--- config.mk ---
export PLATFORM = sky130hd
export DESIGN_NAME = countdown_scheduler
export DESIGN_NICKNAME = d
export VERILOG_FILES = /design/src/rtl/countdown_scheduler_pkg.sv /design/src/rtl/countdown_scheduler_dec4_unit.sv /design/src/rtl/countdown_scheduler.sv
export SDC_FILE = /design/constraint.sdc
export NUM_CORES = 1
export LEC_CHECK = 0
export CAP_MARGIN = 40
export CELL_PAD_IN_SITES_DETAIL_PLACEMENT = 1
export CELL_PAD_IN_SITES_GLOBAL_PLACEMENT = 1
export CORE_MARGIN = 10
export CORE_UTILIZATION = 30
export CTS_BUF_LIST = sky130_fd_sc_hd__clkbuf_8
export DETAILED_ROUTE_END_ITERATION = 12
export PLACE_DENSITY_LB_ADDON = 0.1
export SYNTH_ARGS = -nofsm -noshare
export SYNTH_HDL_FRONTEND = slang
export SYNTH_HIERARCHICAL = 1
export SYNTH_SLANG_ARGS = --single-unit
--- constraint.sdc ---
create_clock -name clk -period 3.1 [get_ports clk]
set_input_delay 0.775 -clock clk [delete_from_list [all_inputs] [get_ports clk]]
set_output_delay 0.775 -clock clk [all_outputs]
set_load 0.05 [all_outputs]
--- src/rtl/countdown_scheduler_pkg.sv ---
// rtl/countdown_scheduler_pkg.sv - shared encodings and widths for the countdown scheduler
package countdown_scheduler_pkg;

   localparam int CNT_W = 4;

   typedef enum logic {
      ST_IDLE   = 1'b0,
      ST_ACTIVE = 1'b1
   } ch_state_t;

endpackage

--- src/rtl/countdown_scheduler_dec4_unit.sv ---
// rtl/countdown_scheduler_dec4_unit.sv - shared combinational decrementer with borrow out
module dec4_unit
   import countdown_scheduler_pkg::*;
(
   input  logic [CNT_W-1:0] a,
   output logic [CNT_W-1:0] out,
   output logic             uf
);

   // Zero-extend and subtract one; the borrow lands in uf
   always_comb begin
      {uf, out} = {1'b0, a} - (CNT_W+1)'(1);
   end

endmodule

--- src/rtl/countdown_scheduler.sv ---
// rtl/countdown_scheduler.sv - round-robin multi-channel countdown sharing one decrementer
module countdown_scheduler
   import countdown_scheduler_pkg::*;
#(
   parameter int NUM_CH = 4,
   parameter int CH_W   = 2
) (
   input  logic              clk,
   input  logic              rst,
   input  logic              tick_en,
   input  logic              load_valid,
   input  logic [CH_W-1:0]   load_ch,
   input  logic [CNT_W-1:0]  load_val,
   output logic              load_ready,
   output logic [NUM_CH-1:0] busy,
   output logic [NUM_CH-1:0] done,
   output logic              grant_valid,
   output logic [CH_W-1:0]   grant_ch
);

   ch_state_t        state [NUM_CH];
   logic [CNT_W-1:0] cnt   [NUM_CH];
   logic [CH_W-1:0]  rr_ptr;

   logic [CH_W-1:0]  sel;
   logic [CH_W-1:0]  idx;
   logic             found;
   logic             grant;
   logic [CNT_W-1:0] dec_out;
   logic             dec_uf;

   // Loads are never back-pressured; ready simply reflects being out of reset
   assign load_ready = ~rst;

   // Expose per-channel ACTIVE flags straight from the state registers
   always_comb begin
      busy = '0;
      for (int i = 0; i < NUM_CH; i++) begin
         busy[i] = (state[i] == ST_ACTIVE);
      end
   end

   // Round-robin search: first ACTIVE channel at or after rr_ptr, wrapping to 0
   always_comb begin
      found = 1'b0;
      sel   = rr_ptr;
      idx   = '0;
      for (int i = 0; i < NUM_CH; i++) begin
         idx = rr_ptr + CH_W'(i);
         if (!found && state[idx] == ST_ACTIVE) begin
            found = 1'b1;
            sel   = idx;
         end
      end
   end

   assign grant = tick_en & found;

   dec4_unit u_dec (
      .a   (cnt[sel]),
      .out (dec_out),
      .uf  (dec_uf)
   );

   // Per-channel state/count update: decrement write-back first, a load on the same channel overrides it
   always_ff @(posedge clk or posedge rst) begin
      if (rst) begin
         for (int i = 0; i < NUM_CH; i++) begin
            state[i] <= ST_IDLE;
            cnt[i]   <= '0;
         end
         rr_ptr      <= '0;
         done        <= '0;
         grant_valid <= 1'b0;
         grant_ch    <= '0;
      end else begin
         done        <= '0;
         grant_valid <= grant;
         if (grant) begin
            assert (!dec_uf);
            grant_ch   <= sel;
            rr_ptr     <= sel + 1'b1;
            cnt[sel]   <= dec_out;
            if (dec_out == '0) begin
               state[sel] <= ST_IDLE;
               done[sel]  <= 1'b1;
            end
         end
         if (load_valid) begin
            if (load_val != '0) begin
               cnt[load_ch]   <= load_val;
               state[load_ch] <= ST_ACTIVE;
               done[load_ch]  <= 1'b0;
            end else begin
               cnt[load_ch]   <= '0;
               state[load_ch] <= ST_IDLE;
               done[load_ch]  <= 1'b1;
            end
         end
      end
   end

endmodule

* Word level (Yosys, flattened, before mapping) *
Index checks and enable logic that the tools add are counted.

cells by class
  mux-type cells = 47
  reductions and logical operators = 12
  add/subtract/negate cells = 5
  div/mod/pow operators = 0
  eq/ne operators = 0
  multiply operators = 0
  bitwise gates (word level) = 18
  $lt $le $gt $ge = 12
  shift-type cells = 0

operators with widths
  kind                                                               number
  two-way mux 16 bit                                                 3
  two-way mux 4 bit                                                  12
  bitwise mux 16 bit                                                 2
  greater-or-equal comparator 3 bit, second input constant           6
  inverter 2 -> 3 bit                                                6
  AND 16 bit                                                         1
  demux 4 bit (select 2 bit)                                         2
  two-way mux 1 bit                                                  16
  inverter 16 bit                                                    1
  AND 4 bit                                                          3
  inverter 4 bit                                                     3
  binary-select mux 1 bit (select 2 bit)                             4
  binary-select mux 4 bit (select 2 bit)                             1
  demux 1 bit (select 2 bit)                                         4
  bitwise OR 4 bit                                                   2
  logical AND 1 bit                                                  7
  < comparator 2 x 3 -> 1 bit, second input constant                 2
  < comparator 3 x 1 -> 1 bit, second input constant                 2
  two-way mux 2 bit                                                  3
  adder 2 x 1 -> 2 bit, second input constant                        2
  adder 2 bit, second input constant                                 2
  greater-or-equal comparator 2 x 1 -> 1 bit, second input constant  2
  zero test 4 bit                                                    1
  nonzero test 4 bit                                                 1
  4 further kinds                                                    6

word-level totals
  RAM bits = 0
  bits in read-only memories = 0
  output and inout bits = 12
  memories kept = 0
  logic and storage cells = 106
  register bits after elaboration = 29
  input port bits = 10
  bits in latches = 0

* Logic depth before layout (Yosys ltp) *
  depth after elaboration = 26
  depth in mapped cells = 13
  mapped depth without buffers = 11

* Cells and area by module *
The synthesis kept the hierarchy.

modules (own cells, without submodules)
  module               times used  sequential area each (sq um)  area each (sq um)  cells each
  countdown_scheduler  1           725.7                         1694.1             177
  dec4_unit            1           0.0                           58.8               8

* Worst setup path before layout *
Ideal clock, no wire load.

  path type = register -> register
  start point = register state, in the netlist busy[2]
  end point = register state, in the netlist busy[0]
  cell stages (with the launch flop) = 14
  library setup time = 159 ps
  path buffers = 2
  path slack = -380 ps
  clock period less this slack = 3480 ps
  arrival time = 3321 ps
  required time = 2941 ps
  cells stage by stage = dfrtp_1 -> nor2b_1 -> o21a_2 -> nor3_1 -> buf_2 -> mux2i_1 -> mux2i_1 -> inv_1 -> ha_1 -> inv_1 -> or4_1 -> clkbuf_1 -> o311ai_1 -> o21ai_0

between the ends
  elaborated cells between the ends (all ways) = 45
  those cells by class = add/sub: 1; order compare: 2; mux: 28; bitwise: 6; reduce/logical: 8

RTL lines
  item                                                                   RTL line                             text
  start: declaration                                                     countdown_scheduler.sv:21            ch_state_t state [NUM_CH];
  start signal: indexed assignment                                       countdown_scheduler.sv:69            state[i] <= ST_IDLE;
  start signal: indexed assignment                                       countdown_scheduler.sv:85            state[sel] <= ST_IDLE;
  start signal: indexed assignment                                       countdown_scheduler.sv:92            state[load_ch] <= ST_ACTIVE;
  binary-select mux 1 bit (select 2 bit)                                 countdown_scheduler.sv:50            if (!found && state[idx] == ST_ACTIVE) begin
  two-way mux 1 bit (implied by the code) (2 in series)                  countdown_scheduler.sv:50
  two-way mux 1 bit                                                      countdown_scheduler.sv:50
  zero test 1 bit                                                        countdown_scheduler.sv:50
  logical AND 1 bit                                                      countdown_scheduler.sv:50
  two-way mux 1 bit                                                      countdown_scheduler.sv:50
  zero test 1 bit                                                        countdown_scheduler.sv:50
  logical AND 1 bit                                                      countdown_scheduler.sv:50
  [8 not listed]                                                         -
  subtractor 4 x 1 -> 4 bit (*)                                          countdown_scheduler_dec4_unit.sv:12  {uf, out} = {1'b0, a} - (CNT_W+1)'(1);
  named net dec_out[0]                                                   countdown_scheduler.sv:29            logic [CNT_W-1:0] dec_out;
  zero test 4 bit (*)                                                    countdown_scheduler.sv:84            if (dec_out == '0) begin
  two-way mux 4 bit (*)                                                  countdown_scheduler.sv:84
  two-way mux 4 bit (*)                                                  countdown_scheduler.sv:79            if (grant) begin
  AND 4 bit (no source line) / bitwise OR 4 bit (equally long branches)  -
  two-way mux 4 bit                                                      countdown_scheduler.sv:90            if (load_val != '0) begin
  two-way mux 4 bit (*)                                                  countdown_scheduler.sv:89            if (load_valid) begin

Mark *: on every way through the listed nets, which the timed path passes. The rest lies on a longest branch. The select of a mux whose other input is x is not followed.
A chain may end at the register's enable or synchronous reset.

* Final worst setup path *
  start point = register state, in the netlist busy[2]
  end point = register done[1]

between the ends
  cells in the longest elaborated chain, start to end = 24
  elaborated cells between the ends (all ways) = 43
  those cells by class = add/sub: 1; order compare: 2; mux: 28; bitwise: 4; reduce/logical: 8

RTL lines
  item                                                                   RTL line                             text
  binary-select mux 1 bit (select 2 bit)                                 countdown_scheduler.sv:50
  two-way mux 1 bit (implied by the code) (2 in series)                  countdown_scheduler.sv:50
  two-way mux 1 bit                                                      countdown_scheduler.sv:50
  zero test 1 bit                                                        countdown_scheduler.sv:50
  logical AND 1 bit                                                      countdown_scheduler.sv:50
  two-way mux 1 bit                                                      countdown_scheduler.sv:50
  zero test 1 bit                                                        countdown_scheduler.sv:50
  logical AND 1 bit                                                      countdown_scheduler.sv:50
  [8 not listed]                                                         -
  subtractor 4 x 1 -> 4 bit (*)                                          countdown_scheduler_dec4_unit.sv:12
  named net dec_out[1]                                                   countdown_scheduler.sv:29
  zero test 4 bit (*)                                                    countdown_scheduler.sv:84
  two-way mux 4 bit (*)                                                  countdown_scheduler.sv:84
  two-way mux 4 bit (*)                                                  countdown_scheduler.sv:79
  bitwise OR 4 bit (no source line) / AND 4 bit (equally long branches)  -
  two-way mux 4 bit                                                      countdown_scheduler.sv:90
  two-way mux 4 bit (*)                                                  countdown_scheduler.sv:89
  end signal: assignment                                                 countdown_scheduler.sv:77            done <= '0;
  end signal: indexed assignment                                         countdown_scheduler.sv:86            done[sel] <= 1'b1;
  end signal: indexed assignment                                         countdown_scheduler.sv:93            done[load_ch] <= 1'b0;
  end: declaration                                                       countdown_scheduler.sv:16            output logic [NUM_CH-1:0] done,

Marks and branches as above.

==> summary.md <==
| Metric | Value |
|---|---|
| Initial antenna violation count | `0` |
| ANT cells | `0` |
| Total CTS buffers | `5` |
| Hold_sp | `grant_ch[1]` |
| Worst-margin pin slew | `0.687 ns` |
| CP startpoint kind | `register` |
| Detail Route Antenna Nets | `0` |
| Hold endpoint | `grant_ch[1]` |
| Worst endpoint required time | `3.32 ns` |
| # setup viols final | `0` |
| Avg WL per Cell | `19.5 um` |
| Gr usage total | `13.1%` |
| Drt first pass iters | `4` |
| Syn_nets | `195` |
| Share of cells above drive strength 1 | `29.0%` |
| Root Driver | `clkbuf_8` |
| Clock tree buffer depth | `2` |
| Final Max Slew Viols | `0` |
| CTS H-tree lvls | `2` |
| Die width | `96.3 um` |
| YS warnings | `6` |
| CTS tree | `yes` |
| Die Area | `0.00927 mm2` |
| Avg Cell Area, Syn | `9.49 um2` |
| Hold depth | `2` |
| Critical R2R Capture | `done[1]` |
| R2R depth | `11` |
| Clk_skew | `0.00818 ns` |
| Final-stage net count | `231` |
| Reg clk slew, reported paths | `0.07 ns` |
| Mapped cell area | `0.00175 mm2` |
| Worst Hold Class | `register to register` |
| RSZ-0062 raised after global routing | `false` |
| Port bufs | `21` |
| Die height | `96.3 um` |
| Initial core utilization | `31.3%` |
| Fmax | `339 MHz` |
| Worst reg2reg path startpoint | `busy[2]` |
| DR iter-0 viols | `108` |
| GP Congestion | `0.784` |
| Largest net degree at the start of global routing | `30` |
| Clock Sinks | `29` |
| Grt ovf | `0` |
| DRC errors left | `0` |
| Cell Rows | `27` |
| WL final | `5700 um` |
| Run status | `finished, final reports clean` |
| MaxCap Viol Count | `0` |
| Final worst path period share | `95.1%` |
| Std-Cell Core Area | `0.00557 mm2` |
| Final Critical Period | `2.95 ns` |
| Skew-Pair Late Insertion Delay | `0.28 ns` |
| Crit Path Max Fanout | `13` |
| Final hold violation count | `0` |
| Util after Layout | `42.7%` |
| Area Overhead vs Synth | `36.3%` |
| WS Path Type | `register to register` |
| R2R setup slack | `0.15 ns` |
| First-pass GRT wire length | `9210 um` |
| Routed vias | `1,567` |
| Crit end category | `register` |
| Num ports | `22` |
| Post-DP HPWL | `4150 um` |
| Number of global-route vias before repair | `1,732` |
| Synth Instances | `184` |
| FILL cells | `653` |
| Vias per inst | `5.35` |
| # hold bufs at CTS | `0` |
| Data arrival time of the worst path | `3.17 ns` |
| Slew headroom | `53.9%` |
worst max-delay path by stage:
| stage | start | endpoint | slack [ns] | depth (start not counted) |
|---|---|---|---|---|
| after detailed placement | rr_ptr[1] | done[0] | -0.09 | 10 |
| after global routing | busy[0] | busy[2] | 0.01 | 11 |
| after CTS | rr_ptr[1] | done[1] | 0.06 | 11 |
| after global placement | rr_ptr[1] | done[0] | 0.04 | 10 |
| after floorplan | busy[3] | busy[0] | -0.01 | 13 |
| final | busy[2] | done[1] | 0.15 | 11 |
registers in the layout, indices dropped and copies added (netlist names):
signal       cells
busy             4
rr_ptr           2
grant_valid      1
done             4
cnt             16
grant_ch         2
critical path, cell delays in order, from the launching register on:
cell and delay [ns]:
dfrtp_2 0.43, nor2b_4 0.14, o21ai_0 0.22, nor2b_2 0.25
buf_12 0.17, mux2i_2 0.28, inv_2 0.07, ha_4 0.26
inv_2 0.03, or4_4 0.59, nor3_4 0.24, mux2_2 0.18
cell type report:
class | count | area, um2 | area share (%)
multi-input combinational | 137 | 1030 | 43.2
sequential | 29 | 732 | 30.8
timing repair buffer | 42 | 394 | 16.6
tap | 72 | 90.1 | 3.79
clock buffer | 6 | 82.6 | 3.47
clock inverter | 2 | 33.8 | 1.42
inverter | 5 | 18.8 | 0.789
metrics by stage:
stage | instance area (um2) | hold slack, ns | setup slack [ns] | instances | setup TNS, ns
finish | 2380 | 0.475 | 0.151 | 293 | 0
global route | 2380 | 0.523 | 0.0110 | 293 | 0
CTS | 2300 | 0.485 | 0.0558 | 288 | 0
detailed placement | 2170 | 0.470 | -0.0883 | 280 | -0.187
global placement | 2170 | 0.463 | 0.0393 | 280 | 0
floorplan | 1840 | 0.511 | -0.0120 | 184 | -0.0120
per-layer routing:
layer | vias to the layer above | GRT usage (%) | part of all wire (%)
met5 | - | 0 | 0
met4 | 0 | 4.91 | 1.4
met3 | 6 | 3.11 | 3.9
met2 | 27 | 21.6 | 51
met1 | 788 | 16.1 | 44
li1 | 746 | - | -
cells in the final DEF (no fill, tap or decap), types with 6 or more instances in the layout:
cell / count
o21ai_1: 12
nand2_1: 16
o21ai_0: 6
dfrtp_1: 24
nand3_1: 9
clkdlybuf4s50_1: 20
clkbuf_8: 6
buf_4: 19
nor2_1: 12
a31oi_1: 12
mux2i_1: 10
a21oi_1: 8
what timing repair did:
action	CTS	global route
endpoints found under the setup margin	3	8
resized for setup	2	9
buffers inserted	0	5
endpoints found under the hold margin	0	0
Power is left out: the tool's default activity adds up to more than one toggle a clock period on the data nets, which glitch-free logic cannot reach.
